## src/rtl/relay_pkg.sv

```systemverilog
// Shared types and constants for the relay debounce and drive blocks.
package relay_pkg;

    typedef enum logic [2:0] {
        OFF_IDLE = 3'd0,
        ON_MIN   = 3'd1,
        ON_HOLD  = 3'd2,
        OFF_MIN  = 3'd3,
        FAULT    = 3'd4
    } relay_state_e;

    localparam logic low_p        = 1'b0;
    localparam logic high_p       = 1'b1;
    localparam int   single_bit_p = 1;

endpackage

```

## src/rtl/relay_dwell_timer.sv

```systemverilog
// Saturating up-counter with synchronous clear.
// Done_o flags the cycle in which the count reaches Last_i.
module relay_dwell_timer #(
    parameter int unsigned CNT_W_P = 32
) (
    input  logic               Clk_i,
    input  logic               Reset_i,
    input  logic               Clear_i,
    input  logic [CNT_W_P-1:0] Last_i,
    output logic               Done_o
);

    logic [CNT_W_P-1:0] cnt_q, cnt_d;

    always_comb begin
        cnt_d = cnt_q;
        if (Clear_i) begin
            cnt_d = '0;
        end else if (cnt_q != '1) begin
            cnt_d = cnt_q + CNT_W_P'(1);
        end
    end

    always_ff @(posedge Clk_i or negedge Reset_i) begin
        if (!Reset_i) begin
            cnt_q <= '0;
        end else begin
            cnt_q <= cnt_d;
        end
    end

    assign Done_o = (cnt_q >= Last_i);

endmodule

```

## src/rtl/relay_drive_ctrl.sv

```systemverilog
// Relay coil drive: min on/off dwell, global enable and max-on fault.
// Sits directly downstream of the relay debounce block.
module relay_drive_ctrl
    import relay_pkg::*;
#(
    parameter int unsigned CNT_W_P   = 32,
    parameter int unsigned MIN_ON_P  = 5_000_000,
    parameter int unsigned MIN_OFF_P = 5_000_000,
    parameter int unsigned MAX_ON_P  = 500_000_000
) (
    input  logic Clk_i,
    input  logic Reset_i,
    input  logic Request_i,
    input  logic Enable_i,
    output logic Relay_o,
    output logic Busy_o,
    output logic Fault_o
);

    localparam logic [CNT_W_P-1:0] ON_LAST_C  = CNT_W_P'(MIN_ON_P - 1);
    localparam logic [CNT_W_P-1:0] OFF_LAST_C = CNT_W_P'(MIN_OFF_P - 1);

    relay_state_e state_q, state_d;

    logic               on_q;
    logic               dwell_clr;
    logic               dwell_done;
    logic               max_done;
    logic [CNT_W_P-1:0] dwell_last;
    logic               relay_q, busy_q, fault_q;

    assign on_q       = (state_q == ON_MIN) || (state_q == ON_HOLD);
    assign dwell_clr  = (state_d != state_q);
    assign dwell_last = (state_q == ON_MIN) ? ON_LAST_C : OFF_LAST_C;

    relay_dwell_timer #(
        .CNT_W_P (CNT_W_P)
    ) u_dwell (
        .Clk_i   (Clk_i),
        .Reset_i (Reset_i),
        .Clear_i (dwell_clr),
        .Last_i  (dwell_last),
        .Done_o  (dwell_done)
    );

    // On-time counter only runs while the coil is driven.
    if (MAX_ON_P != 0) begin : g_max_on
        localparam logic [CNT_W_P-1:0] MAX_LAST_C = CNT_W_P'(MAX_ON_P - 1);

        relay_dwell_timer #(
            .CNT_W_P (CNT_W_P)
        ) u_max_on (
            .Clk_i   (Clk_i),
            .Reset_i (Reset_i),
            .Clear_i (!on_q),
            .Last_i  (MAX_LAST_C),
            .Done_o  (max_done)
        );
    end else begin : g_no_max_on
        assign max_done = low_p;
    end

    // Priority: enable drop, then timeout, then request change.
    always_comb begin
        state_d = state_q;
        unique case (state_q)
            OFF_IDLE: begin
                if (Request_i && Enable_i) state_d = ON_MIN;
            end
            ON_MIN: begin
                if (!Enable_i)       state_d = OFF_MIN;
                else if (max_done)   state_d = FAULT;
                else if (dwell_done) state_d = ON_HOLD;
            end
            ON_HOLD: begin
                if (!Enable_i)      state_d = OFF_MIN;
                else if (max_done)  state_d = FAULT;
                else if (!Request_i) state_d = OFF_MIN;
            end
            OFF_MIN: begin
                if (dwell_done) state_d = OFF_IDLE;
            end
            FAULT: begin
                if (!Request_i) state_d = OFF_MIN;
            end
            default: state_d = OFF_IDLE;
        endcase
    end

    always_ff @(posedge Clk_i or negedge Reset_i) begin
        if (!Reset_i) begin
            state_q <= OFF_IDLE;
            relay_q <= low_p;
            busy_q  <= low_p;
            fault_q <= low_p;
        end else begin
            state_q <= state_d;
            relay_q <= (state_d == ON_MIN) || (state_d == ON_HOLD);
            busy_q  <= (state_d == ON_MIN) || (state_d == OFF_MIN);
            fault_q <= (state_d == FAULT);
        end
    end

    assign Relay_o = relay_q;
    assign Busy_o  = busy_q;
    assign Fault_o = fault_q;

endmodule

```

## config.mk

```make
export PLATFORM = sky130hd
export DESIGN_NAME = relay_drive_ctrl
export DESIGN_NICKNAME = d
export VERILOG_FILES = /design/src/rtl/relay_pkg.sv /design/src/rtl/relay_dwell_timer.sv /design/src/rtl/relay_drive_ctrl.sv
export SDC_FILE = /design/constraint.sdc
export NUM_CORES = 1
export LEC_CHECK = 0
export BUFFER_PORTS_ARGS = -buffer_cell sky130_fd_sc_hd__buf_2
export CAP_MARGIN = 5
export CELL_PAD_IN_SITES_DETAIL_PLACEMENT = 0
export CELL_PAD_IN_SITES_GLOBAL_PLACEMENT = 1
export CORE_MARGIN = 10
export CORE_UTILIZATION = 50
export DETAILED_ROUTE_END_ITERATION = 10
export PLACE_DENSITY = 0.81
export REMOVE_ABC_BUFFERS = 1
export SLEW_MARGIN = 0
export SYNTH_ARGS = -nofsm -noshare
export SYNTH_HDL_FRONTEND = slang
export SYNTH_HIERARCHICAL = 1
export SYNTH_SLANG_ARGS = --single-unit
```

## constraint.sdc

```tcl
create_clock -name Clk_i -period 3.9 [get_ports Clk_i]
set_input_delay 0.585 -clock Clk_i [delete_from_list [all_inputs] [get_ports Clk_i]]
set_output_delay 0.585 -clock Clk_i [all_outputs]
set_load 0.02 [all_outputs]
```

==> After elaboration in Yosys (flattened, before gate mapping) <==
Index checks and enable logic that the tools add are counted.
{ "totals": {"reg_bits": 70, "input_bits": 4, "elab_cells": 41} }
{ "op_classes": {"add_sub_neg": 2, "order_cmp": 2, "eq_ne": 12, "muxes": 13, "n_reduce_logical": 6} }
{ "op_table": {"columns": ["op", "n"], "rows": [
  ["two-way mux 32 bit", 4],
  ["adder 32 x 1 -> 32 bit (second input constant)", 2],
  ["inequality test 32 bit (second input constant)", 2],
  ["greater-or-equal comparator 32 x 23 -> 1 bit (second input constant)", 1],
  ["greater-or-equal comparator 32 x 29 -> 1 bit (second input constant)", 1],
  ["two-way mux 3 bit", 8],
  ["one-hot mux 3 bit (5 select lines)", 1],
  ["equality test 3 x 2 -> 1 bit (second input constant)", 4],
  ["equality test 3 x 1 -> 1 bit (second input constant)", 2],
  ["equality test 3 bit (second input constant)", 2],
  ["logical NOT 3 bit", 1],
  ["logical OR 1 bit", 3],
  ["inequality test 3 bit", 1],
  ["inequality test 2 x 1 -> 1 bit (second input constant)", 1],
  ["nonzero test 2 bit", 1],
  ["logical AND 1 bit", 1]
]} }

==> Depth between registers and ports, before layout <==
Gate-level depths: netlist (run 1).
{ "depth": {"ltp_word": 7, "mapped_depth": 16} }

==> Cells and area by module <==
Netlist (run 1), hierarchy kept.
{ "modules_own_cells": {"columns": ["module", "n_inst", "cells_each", "area_per_inst_um2", "seq_area_each_um2"], "rows": [
  ["relay_dwell_timer (u_dwell)", 1, 301, 2605.0, 800.8],
  ["relay_dwell_timer (g_max_on.u_max_on)", 1, 297, 2528.7, 800.8],
  ["relay_drive_ctrl", 1, 45, 427.9, 150.1]
]} }

==> Worst setup path after synthesis (run 1) <==
Ideal clock, no wire load.
{ "synth_path": {"path_kind": "register -> register", "start": "register u_dwell.cnt_q[17]", "end": "register u_dwell.cnt_q[0]", "setup_ps": 132, "t_arrival_ps": 3345, "required_time_ps": 3768, "setup_slack_ps": 423, "stages_incl_launch_ff": 16, "path_cell_list": "dfrtp_1 -> ha_1 -> a21oi_1 -> o21ai_0 -> a221o_1 -> a2111oi_0 -> o21ai_0 -> or2b_1 -> o22ai_1 -> a31o_2 -> nor3_1 -> o211ai_1 -> clkbuf_1 -> clkbuf_1 -> clkbuf_1 -> nor2_1"} }
{ "synth_via": {"elab_chain_len": 7, "elab_cells_between_ends": 10, "classes_between": "1 x order compare; 2 x eq/ne; 6 x mux; 1 x reduce/logical"} }
{ "synth_lines": {"columns": ["element", "line_no", "text"], "rows": [
  ["start: declaration", "relay_dwell_timer.sv:13", "logic [CNT_W_P-1:0] cnt_q, cnt_d;"],
  ["start signal: assignment", "relay_dwell_timer.sv:28", "cnt_q <= cnt_d;"],
  ["greater-or-equal comparator 32 x 23 -> 1 bit (*)", "relay_dwell_timer.sv:32", "assign Done_o = (cnt_q >= Last_i);"],
  ["via dwell_done", "relay_drive_ctrl.sv:27", "logic dwell_done;"],
  ["two-way mux 3 bit", "relay_drive_ctrl.sv:73", "else if (dwell_done) state_d = ON_HOLD;"],
  ["two-way mux 3 bit", "relay_drive_ctrl.sv:72", "else if (max_done) state_d = FAULT;"],
  ["two-way mux 3 bit", "relay_drive_ctrl.sv:71", "if (!Enable_i) state_d = OFF_MIN;"],
  ["one-hot mux 3 bit (5 select lines) (*)", "relay_drive_ctrl.sv:66", "unique case (state_q)"],
  ["inequality test 3 bit (*)", "relay_drive_ctrl.sv:33", "assign dwell_clr = (state_d != state_q);"],
  ["via dwell_clr", "relay_drive_ctrl.sv:26", "logic dwell_clr;"],
  ["two-way mux 32 bit / nonzero test 2 bit (equally long branches)", null, null]
]} }
Mark *: on every way through the listed nets, which the timed path passes. The rest lies on a longest branch.
A chain may end at the register's enable or synchronous reset.

==> Worst setup path in the final report (run 1) <==
{ "layout_path": {"start": "register g_max_on.u_max_on.cnt_q[19]", "end": "register u_dwell.cnt_q[28]"} }
{ "layout_via": {"elab_chain_len": 6, "elab_cells_between_ends": 9, "classes_between": "1 x order compare; 1 x eq/ne; 6 x mux; 1 x reduce/logical"} }
{ "layout_lines": {"columns": ["element", "line_no", "text"], "rows": [
  ["start: declaration", "relay_dwell_timer.sv:13", null],
  ["start signal: assignment", "relay_dwell_timer.sv:28", null],
  ["greater-or-equal comparator 32 x 29 -> 1 bit (*)", "relay_dwell_timer.sv:32", null],
  ["via max_done", "relay_drive_ctrl.sv:28", "logic max_done;"],
  ["two-way mux 3 bit (on tied branches)", "relay_drive_ctrl.sv:77, relay_drive_ctrl.sv:72", null],
  ["two-way mux 3 bit (on tied branches)", "relay_drive_ctrl.sv:76, relay_drive_ctrl.sv:71", null],
  ["one-hot mux 3 bit (5 select lines) (*)", "relay_drive_ctrl.sv:66", null],
  ["via state_d[1]", "relay_drive_ctrl.sv:23", "relay_state_e state_q, state_d;"],
  ["inequality test 3 bit (*)", "relay_drive_ctrl.sv:33", null],
  ["via dwell_clr", "relay_drive_ctrl.sv:26", null],
  ["two-way mux 32 bit / nonzero test 2 bit (equally long branches)", null, null]
]} }
Marked as above.

==> results.yml, run 1 <==
status:
  outcome: "complete, no violations"
synthesis:
  ys.flop_type: "dfrtp_1"
  synthMuxAreaShare: 0.009674
  netlist_area_um2: 5562
  ys_types: 67
  synth-seq-cells: 70
  synth_edf_count: 0
  syn_area_per_cell_um2: 8.649
  synth_fa_ha_area_frac: 0.1485
  synth-simple-area-share: 0.2432
  ys_seq_area_frac: 0.3150
  async_reset_ff_frac: 1.000
  synth-compound-area-share: 0.1845
  synth_area_leaders: "dfrtp_1, ha_1, a21oi_1, inv_1, or4_1"
  synth_top_family_by_area: "simple AND/OR/NAND/NOR gates"
  yosysTopAreaCellShare: 0.3150
  syn_inst: 643
  yosysTopAreaCell: "dfrtp_1"
  ys_warn_count: 6
  synth_xor_area_frac: 0.02362
sta:
  setup_tns_ns: 0
  rsz0062_at_grt: "no"
  hold_violations: 0
  post-route-min-period_ns: 3.603
  slew_violations: 0
  maxSlewHeadroom: 0.4111
  period_share: 0.9240
  worst_clock_skew_ns: 0.008994
  fmax_mhz: 277.5
  tightest_slew_ns: 0.8814
  setup_viol: 0
  setup_slack_ns: 0.2965
die:
  core_area_um2: 10890
  start_util: 0.5108
  die-area_um2: 15740
  die_h_um: 125.5
  fp-row-count: 38
  die_w_um: 125.5
  ios: 7
clocking:
  cts_tree: "built"
  numClockSinks: 70
  cts_root_buffer: "clkbuf_8"
  cts.clk_slew.worst_paths_ns: 0.07
  cts_buffers: 9
  htreeDepth: 3
  clk_latency_ns: 0.36
  post_cts_buffers: 0
  clockBufferDepth: 2
power_and_ir_drop:
  powerDensity_nw_per_um2: 342.2
  leakage_uw: 0.002929
  power_uw: 2122
  ir_drop_v: 0.0002171
placement:
  dp_slack_ns: 0.03289
  io_buffer_count: 6
  dpl.cell_count: 839
  gp_congestion: 0.8464
  post-dp-hpwl_mm: 9.271
finish:
  fin_util: 0.5695
  drive_gt1_frac: 0.08252
  n_antenna_cell: 0
  final_cells: 855
  synthToLayoutAreaGrowth_pct: 11.50
  nNetsFinal: 780
routing:
  wire_per_inst_um: 14.53
  detail_route.first_pass.iterations: 5
  initialDrtViolationCount: 337
  wirelength_mm: 12.42
  drcViolationCount: 0
  ant_nets: 0
  via_per_inst: 5.621
  routed-via-count: 4806
global_route:
  grt_pass1_vias: 4644
  antenna_found_initial: 0
  grt_overflow: 0
  grt_max_degree: 31
  grt_pass1_wl_mm: 22.11
  grtUsageTotal: 0.1639
setup_path:
  end_kind: "flop"
  arrival_ns: 3.90
  crit_type: "reg -> reg"
  required_ns: 4.20
  cp-start-kind: "flop"
  worstPathMaxFanout: 10
run:
  maxCapViolations: 0
worst_hold_path:
  hp-class: "in -> async"
[sequential cells by signal, summed over array words and instances (netlist names)]
name and flops:
state_q 3, g_max_on.u_max_on/cnt_q 32, Relay_o 1, u_dwell/cnt_q 32, Fault_o 1, Busy_o 1
[synthesized netlist by cell type (all sizes together) (3+ instances only)]
cell and n:
a2111oi 6, a211oi 4, a21o 10, a21oi 63, a311oi 3, a31oi 5, and3 3, and4 14
buf 13, clkbuf 11, dfrtp 70, ha 66, inv 72, mux2 3, nand2 40, nand2b 3
nand3 33, nand4 28, nor2 29, nor2b 10, nor3 9, nor3b 4, nor4 3, o21ai 27
o31ai 23, o32ai 5, or3 19, or4 26, xnor2 13
[placed cells by master, fill, tap and decap left out, types with 3 or more instances in the layout]
master / instances
a2111oi_0: 3
a211oi_1: 4
a21o_1: 10
a21oi_1: 62
a311oi_1: 3
a31oi_1: 5
and3_1: 3
and4_1: 12
buf_2: 6
buf_4: 12
clkbuf_8: 12
conb_1: 64
dfrtp_1: 70
ha_1: 66
inv_1: 72
mux2_1: 3
nand2_1: 40
nand3_1: 32
nand4_1: 26
nor2_1: 26
nor2_2: 3
nor2b_1: 10
nor3_1: 8
o21ai_0: 16
o21ai_1: 10
o31ai_1: 23
o32ai_1: 5
or3_1: 19
or4_1: 26
xnor2_1: 13
[repair_timing]
| item | 4_1_cts | 5_1_grt |
|---|---|---|
| resized for setup | 1 | 5 |
| hold endpoints to repair | 0 | 0 |
| pin swaps | 0 | 0 |
| setup endpoints to repair | 1 | 15 |
| gates cloned | 0 | 0 |
| hold buffers | 0 | 0 |
[final timing paths]
kind	cells past startpoint	slack [ns]	from	to
setup / recovery	14	0.30	g_max_on.u_max_on/cnt_q[19]	u_dwell/cnt_q[28]
hold / removal	1	0.29	Reset_i	u_dwell/cnt_q[6]
setup reg to reg	14	0.30	g_max_on.u_max_on/cnt_q[19]	u_dwell/cnt_q[28]
hold reg to reg	2	0.59	u_dwell/cnt_q[9]	u_dwell/cnt_q[9]
max in group asynchronous	2	2.79	Reset_i	g_max_on.u_max_on/cnt_q[8]
min in group Clk_i	2	0.59	u_dwell/cnt_q[9]	u_dwell/cnt_q[9]
[cell type report]
class / count / area [um2]
repair buffers: 18 / 120.1
inverters: 72 / 270.3
clock buffers: 13 / 168.9
well taps: 140 / 175.2
fillers: 961 / 4687
multi-input cells: 539 / 3650
clock inverters: 3 / 65.06
flip-flops and latches: 70 / 1752
[per-stage QoR]
step / hold slack (ns) / cell area (um2)
final: 0.2885 / 6201
after global routing: 0.3405 / 6201
after CTS: 0.3018 / 6188
after detailed placement: 0.5750 / 5953
after global placement: 0.5594 / 5953
after floorplan: 0.2894 / 5652
[routing by layer]
layer  vias up  track usage  wire length (um)
li1       2459            -                 -
met1      2284       0.2281              6331
met2        51       0.2514              5600
met3        12      0.02577               328
met4         0      0.05623               160
met5         -            0                 0
[logic make-up (layout without fill, tap and decap cells)]
logic type,count (synthesis),count (layout)
AOI/OAI and AO/OA,161,161
xor gates and xnor gates,15,15
adders and majority gates,66,66
buffers and inverters,96,106
DFF,70,70
muxes,5,5
other,2,64
and+or+nand+nor,228,228
[critical path, cell delays in order (launching register included)]
cell	delay (ns)
dfrtp_1	0.45
ha_1	0.34
nand2_1	0.08
o21ai_0	0.09
a221o_1	0.36
a2111oi_1	0.44
buf_4	0.20
o21ai_0	0.12
a211o_1	0.31
o211ai_2	0.12
xnor2_1	0.15
o211ai_1	0.10
buf_4	0.19
or4_1	0.51
nand2_1	0.08
[where the power goes]
group | internal, uW | total (uW) | switching [uW]
combinational | 223 | 603 | 380
clock | 412 | 701 | 289
sequential | 760 | 818 | 57.1
total | 1400 | 2120 | 726
Note: power is estimated with default switching activity, not from simulation.
==> run 2, diff against run 1 <==
--- a/config.mk
+++ b/config.mk
@@ -10,9 +10,9 @@
 export CELL_PAD_IN_SITES_DETAIL_PLACEMENT = 0
 export CELL_PAD_IN_SITES_GLOBAL_PLACEMENT = 1
 export CORE_MARGIN = 10
-export CORE_UTILIZATION = 50
+export CORE_UTILIZATION = 45
 export DETAILED_ROUTE_END_ITERATION = 10
-export PLACE_DENSITY = 0.81
+export PLACE_DENSITY = 0.74
 export REMOVE_ABC_BUFFERS = 1
 export SLEW_MARGIN = 0
 export SYNTH_ARGS = -nofsm -noshare
==> results.yml, run 2 (synthesized netlist as in run 1, its figures left out) <==
setup_path:
  reg2reg_slack_ns: 0.29
  cp-start-kind: "flop"
  crit_type: "reg -> reg"
  arrival_ns: 3.87
  crit_start: "g_max_on.u_max_on/cnt_q[22]"
  reg2reg_to: "u_dwell/cnt_q[30]"
  worstPathMaxFanout: 15
  r2r_cells: 14
  timing.rr.start: "g_max_on.u_max_on/cnt_q[22]"
  required_ns: 4.17
  end_kind: "flop"
die:
  start_util: 0.4611
  die-area_um2: 17210
  core_area_um2: 12060
  fp-row-count: 40
  die_h_um: 131.2
  die_w_um: 131.2
  ios: 7
sta:
  setup_viol: 0
  post-route-min-period_ns: 3.606
  worst_clock_skew_ns: 0.009833
  rsz0062_at_grt: "no"
  hold_violations: 0
  maxSlewHeadroom: 0.4076
  fmax_mhz: 277.3
  slew_violations: 0
  period_share: 0.9247
  setup_tns_ns: 0
  hold_slack_ns: 0.1657
  tightest_slew_ns: 0.8866
global_route:
  grt_max_degree: 36
  antenna_found_initial: 0
  grt_pass1_wl_mm: 21.42
  grt_pass1_vias: 4574
  grt_overflow: 0
  grtUsageTotal: 0.1451
routing:
  initialDrtViolationCount: 345
  wirelength_mm: 12.18
  via_per_inst: 5.443
  ant_nets: 0
  drcViolationCount: 0
  routed-via-count: 4812
  wire_per_inst_um: 13.78
  detail_route.first_pass.iterations: 4
worst_hold_path:
  hp-class: "in -> async"
clocking:
  cts_buffers: 9
  cts_tree: "built"
  clk_latency_ns: 0.33
  cts_root_buffer: "clkbuf_16"
  clockBufferDepth: 2
  cts.clk_slew.worst_paths_ns: 0.06
  htreeDepth: 3
  numClockSinks: 70
power_and_ir_drop:
  combPwrFrac: 0.272
  seqPwrFrac: 0.377
  ir_drop_v: 0.0002436
  p_int_uw: 1417
  clock_power_share: 0.350
  swShare: 0.3430
  powerDensity_nw_per_um2: 343.3
  p_sw_uw: 739.7
  leakage_uw: 0.002947
placement:
  post-dp-hpwl_mm: 9.168
  io_buffer_count: 6
  gp_congestion: 0.7623
finish:
  mostFrequentLayoutCell: "inv_1"
  fillCellCount: 1144
  final_cell_mix: "inv_1, dfrtp_1, ha_1, conb_1, a21oi_1"
  regArea_um2: 1752
  nNetsFinal: 781
  drive_gt1_frac: 0.08380
  reg_top3: "g_max_on.u_max_on/cnt_q x32, u_dwell/cnt_q x32, state_q x3"
  synthToLayoutAreaGrowth_pct: 12.96
  fin_util: 0.5209
  multi_input_area_um2: 3654
  n_antenna_cell: 0
status:
  outcome: "complete, no violations"
run:
  maxCapViolations: 0
## run 2: cell types whose count changed in the layout (fill, tap and decap cells not counted), sizes merged
cell	previous run	this run
bufinv	2	0
buf	18	19
clkinv	1	3
clkbuf	13	12
clkinvlp	0	1
## run 2: worst max path at each step
| stage | to |
|---|---|
| finish | u_dwell/cnt_q[30] |
| global route | u_dwell/cnt_q[28] |
| CTS | u_dwell/cnt_q[30] |
| detailed placement | u_dwell/cnt_q[30] |
| global placement | u_dwell/cnt_q[30] |
| floorplan | u_dwell/cnt_q[14] |
## run 2: power groups by stage
stage          Sequential, uW  Clock, uW  Combinational, uW
2_1_floorplan             825          0                352
3_3_place_gp              824          0                574
3_5_place_dp              825          0                586
4_1_cts                   813        775                587
5_1_grt                   822        804                670
6_report                  814        755                587
## run 2: repair_timing
| item | in CTS | in global routing |
|---|---|---|
| gates resized for setup | 0 | 8 |
| setup buffers | 0 | 0 |
| hold buffers | 0 | 0 |
| setup endpoints to repair | 0 | 7 |
## run 2: worst max-delay path: stages, from the launching register on
cell	delay [ns]
dfrtp_1	0.45
ha_1	0.33
a21oi_1	0.15
nand2_1	0.07
a221o_1	0.29
a2111oi_0	0.40
buf_4	0.18
o21ai_0	0.17
a211o_1	0.33
o211ai_2	0.11
xnor2_1	0.16
o211ai_1	0.11
buf_4	0.20
or4_1	0.52
nand2_1	0.08
## run 2: layout make-up
| cell class | count | area share |
|---|---|---|
| Timing Repair Buffer | 19 | 0.02031 |
| Inverter | 72 | 0.04302 |
| Clock buffer | 12 | 0.03924 |
| Multi-Input combinational cell | 539 | 0.5816 |
| Tap cell | 168 | 0.03346 |
| Clock inverter | 4 | 0.003585 |
| Sequential cell | 70 | 0.2788 |
## run 2: metrics by stage
step / std cells / instance area (um2) / power (uW) / setup slack, ns
4_1_cts: 884 / 6265 / 2175 / 0.1527
5_1_grt: 884 / 6282 / 2296 / 0.0009259
2_1_floorplan: 681 / 5652 / 1178 / -0.2704
3_5_place_dp: 868 / 5996 / 1412 / 0.1828
3_3_place_gp: 868 / 5996 / 1398 / 0.2201
6_report: 884 / 6282 / 2157 / 0.2936
## run 2: routing by layer
metal  GRT usage  wire length, um  vias to the layer above
li1            -                -                     2463
met1      0.1962             6026                     2279
met2      0.2299             5761                       66
met3     0.02134              333                        4
met4     0.05063               61                        0
met5           0                0                        -
==> run 3, diff against run 2 <==
--- a/config.mk
+++ b/config.mk
@@ -6,13 +6,13 @@
 export NUM_CORES = 1
 export LEC_CHECK = 0
 export BUFFER_PORTS_ARGS = -buffer_cell sky130_fd_sc_hd__buf_2
-export CAP_MARGIN = 5
+export CAP_MARGIN = 20
 export CELL_PAD_IN_SITES_DETAIL_PLACEMENT = 0
-export CELL_PAD_IN_SITES_GLOBAL_PLACEMENT = 1
+export CELL_PAD_IN_SITES_GLOBAL_PLACEMENT = 2
 export CORE_MARGIN = 10
-export CORE_UTILIZATION = 45
+export CORE_UTILIZATION = 41
 export DETAILED_ROUTE_END_ITERATION = 10
-export PLACE_DENSITY = 0.74
+export PLACE_DENSITY = 0.82
 export REMOVE_ABC_BUFFERS = 1
 export SLEW_MARGIN = 0
 export SYNTH_ARGS = -nofsm -noshare
==> results.yml, run 3 (synthesized netlist as in run 1, its figures left out) <==
sta:
  worst_clock_skew_ns: 0.008471
  fmax_mhz: 282.5
  setup_slack_ns: 0.3596
  setup_viol: 0
  rsz0062_at_grt: "no"
  hold_violations: 0
  maxSlewHeadroom: 0.3699
  post-route-min-period_ns: 3.540
  slew_violations: 0
  period_share: 0.9078
  tightest_slew_ns: 0.9431
  hold_slack_ns: 0.1192
power_and_ir_drop:
  swShare: 0.3247
  clock_power_share: 0.369
  p_int_uw: 1549
  p_sw_uw: 744.6
  powerDensity_nw_per_um2: 361.0
  leakage_uw: 0.002983
  seqPwrFrac: 0.356
  ir_drop_v: 0.0003116
  combPwrFrac: 0.275
setup_path:
  arrival_ns: 3.81
  worst_path_most_repeated_cell: "buf_4"
  r2r_cells: 16
  critPathMaxStageDelay_ns: 0.51
  crit_chain: "inv_1, ha_1, nand2b_1, a31oi_1, o21ai_0, a2111oi_0, buf_4, o21ai_0, buf_4, a211o_1, o211ai_2, xnor2_1, o211ai_1, buf_4, or4_1, nand2_1"
  required_ns: 4.17
  worstPathMaxFanout: 6
  critPathBufInv: 4
  cp_top_family: "compound AO/OA/AOI/OAI gates"
  cp-start-kind: "flop"
  end_kind: "flop"
  critPathSlowestCell: "or4_1"
  crit_type: "reg -> reg"
  cp.depth: 16
global_route:
  grt_overflow: 0
  grt_max_degree: 38
  grt_pass1_vias: 4445
  grt_pass1_wl_mm: 21.63
  antenna_found_initial: 0
  grtUsageTotal: 0.1426
worst_hold_path:
  hp-class: "in -> async"
placement:
  gp_congestion: 0.7512
  dp_slack_ns: 0.01854
  io_buffer_count: 6
  post-dp-hpwl_mm: 9.504
clocking:
  cts_root_buffer: "clkbuf_16"
  clk_latency_ns: 0.34
  htreeDepth: 3
  postCtsHoldBufs: 0
  cts_tree: "built"
  numClockSinks: 70
  cts.clk_slew.worst_paths_ns: 0.06
  cts_buffers: 9
  clockBufferDepth: 2
routing:
  via_per_inst: 5.390
  wirelength_mm: 12.80
  initialDrtViolationCount: 213
  drcViolationCount: 0
  detail_route.first_pass.iterations: 4
  ant_nets: 0
  routed-via-count: 4813
  wire_per_inst_um: 14.34
finish:
  nNetsFinal: 785
  synthToLayoutAreaGrowth_pct: 14.22
  multi_input_area_um2: 3643
  regArea_um2: 1752
  reg_top3: "g_max_on.u_max_on/cnt_q x32, u_dwell/cnt_q x32, state_q x3"
  fillCellCount: 1337
  drive_gt1_frac: 0.08508
  n_antenna_cell: 0
  mostFrequentLayoutCell: "inv_1"
  final_cell_mix: "inv_1, dfrtp_1, ha_1, conb_1, a21oi_1"
die:
  start_util: 0.4200
  die_w_um: 136.5
  fp-row-count: 42
  die_h_um: 136.5
  core_area_um2: 13240
  die-area_um2: 18620
  ios: 7
status:
  outcome: "complete, no violations"
run:
  maxCapViolations: 0
-- run 3: per-layer routing --
layer,vias to the layer above,track usage,share of wire
met2,51,0.2149,0.45
met1,2282,0.1996,0.51
met3,10,0.02546,0.024
met4,0,0.04911,0.011
li1,2470,-,-
met5,-,0,0
-- run 3: cell type report --
type / count / share of cell area
multi-input cells: 539 / 0.5736
repair buffers: 23 / 0.02679
clock inverters: 1 / 0.004727
inverters: 72 / 0.04254
clock buffers: 12 / 0.04195
well taps: 176 / 0.03467
flip-flops and latches: 70 / 0.2758
-- run 3: repair_timing --
item                                    4_1_cts  5_1_grt
endpoints found under the setup margin        1        6
pin swaps                                     0        0
resized for setup                             1        3
setup buffers                                 0        0
-- run 3: worst paths after layout --
check / from / endpoint / slack, ns
worst max register to register: g_max_on.u_max_on/cnt_q[0] / u_dwell/cnt_q[26] / 0.36
min in group Clk_i: u_dwell/cnt_q[9] / u_dwell/cnt_q[9] / 0.58
max in group asynchronous: Reset_i / g_max_on.u_max_on/cnt_q[6] / 3.26
worst min-delay path: Reset_i / u_dwell/cnt_q[5] / 0.12
worst max-delay path: g_max_on.u_max_on/cnt_q[0] / u_dwell/cnt_q[26] / 0.36
worst min register to register: u_dwell/cnt_q[9] / u_dwell/cnt_q[9] / 0.58
-- run 3: worst register-to-register path, stage by stage, from the launching register on --
cell       delay (ns)
dfrtp_1          0.41
inv_1            0.11
ha_1             0.23
nand2b_1         0.14
a31oi_1          0.17
o21ai_0          0.15
a2111oi_0        0.43
buf_4            0.21
o21ai_0          0.09
buf_4            0.17
a211o_1          0.27
o211ai_2         0.10
xnor2_1          0.14
o211ai_1         0.10
buf_4            0.17
or4_1            0.52
nand2_1          0.08
-- run 3: stage by stage --
step | area (um2) | power [uW] | TNS, ns | utilization | cells
final | 6352 | 2293 | 0 | 0.4797 | 893
after global routing | 6352 | 2421 | 0 | 0.4797 | 893
after CTS | 6346 | 2324 | 0 | 0.4792 | 893
after detailed placement | 6048 | 1467 | 0 | 0.4567 | 880
after global placement | 6028 | 1451 | 0 | 0.4552 | 879
after floorplan | 5652 | 1178 | -1.190 | - | 681
-- run 3: power groups by stage --
stage	Sequential [uW]	Combinational, uW	Clock (uW)
4_1_cts	816	638	869
3_3_place_gp	827	624	0
6_report	817	631	846
5_1_grt	823	704	894
2_1_floorplan	825	352	0
3_5_place_dp	829	638	0
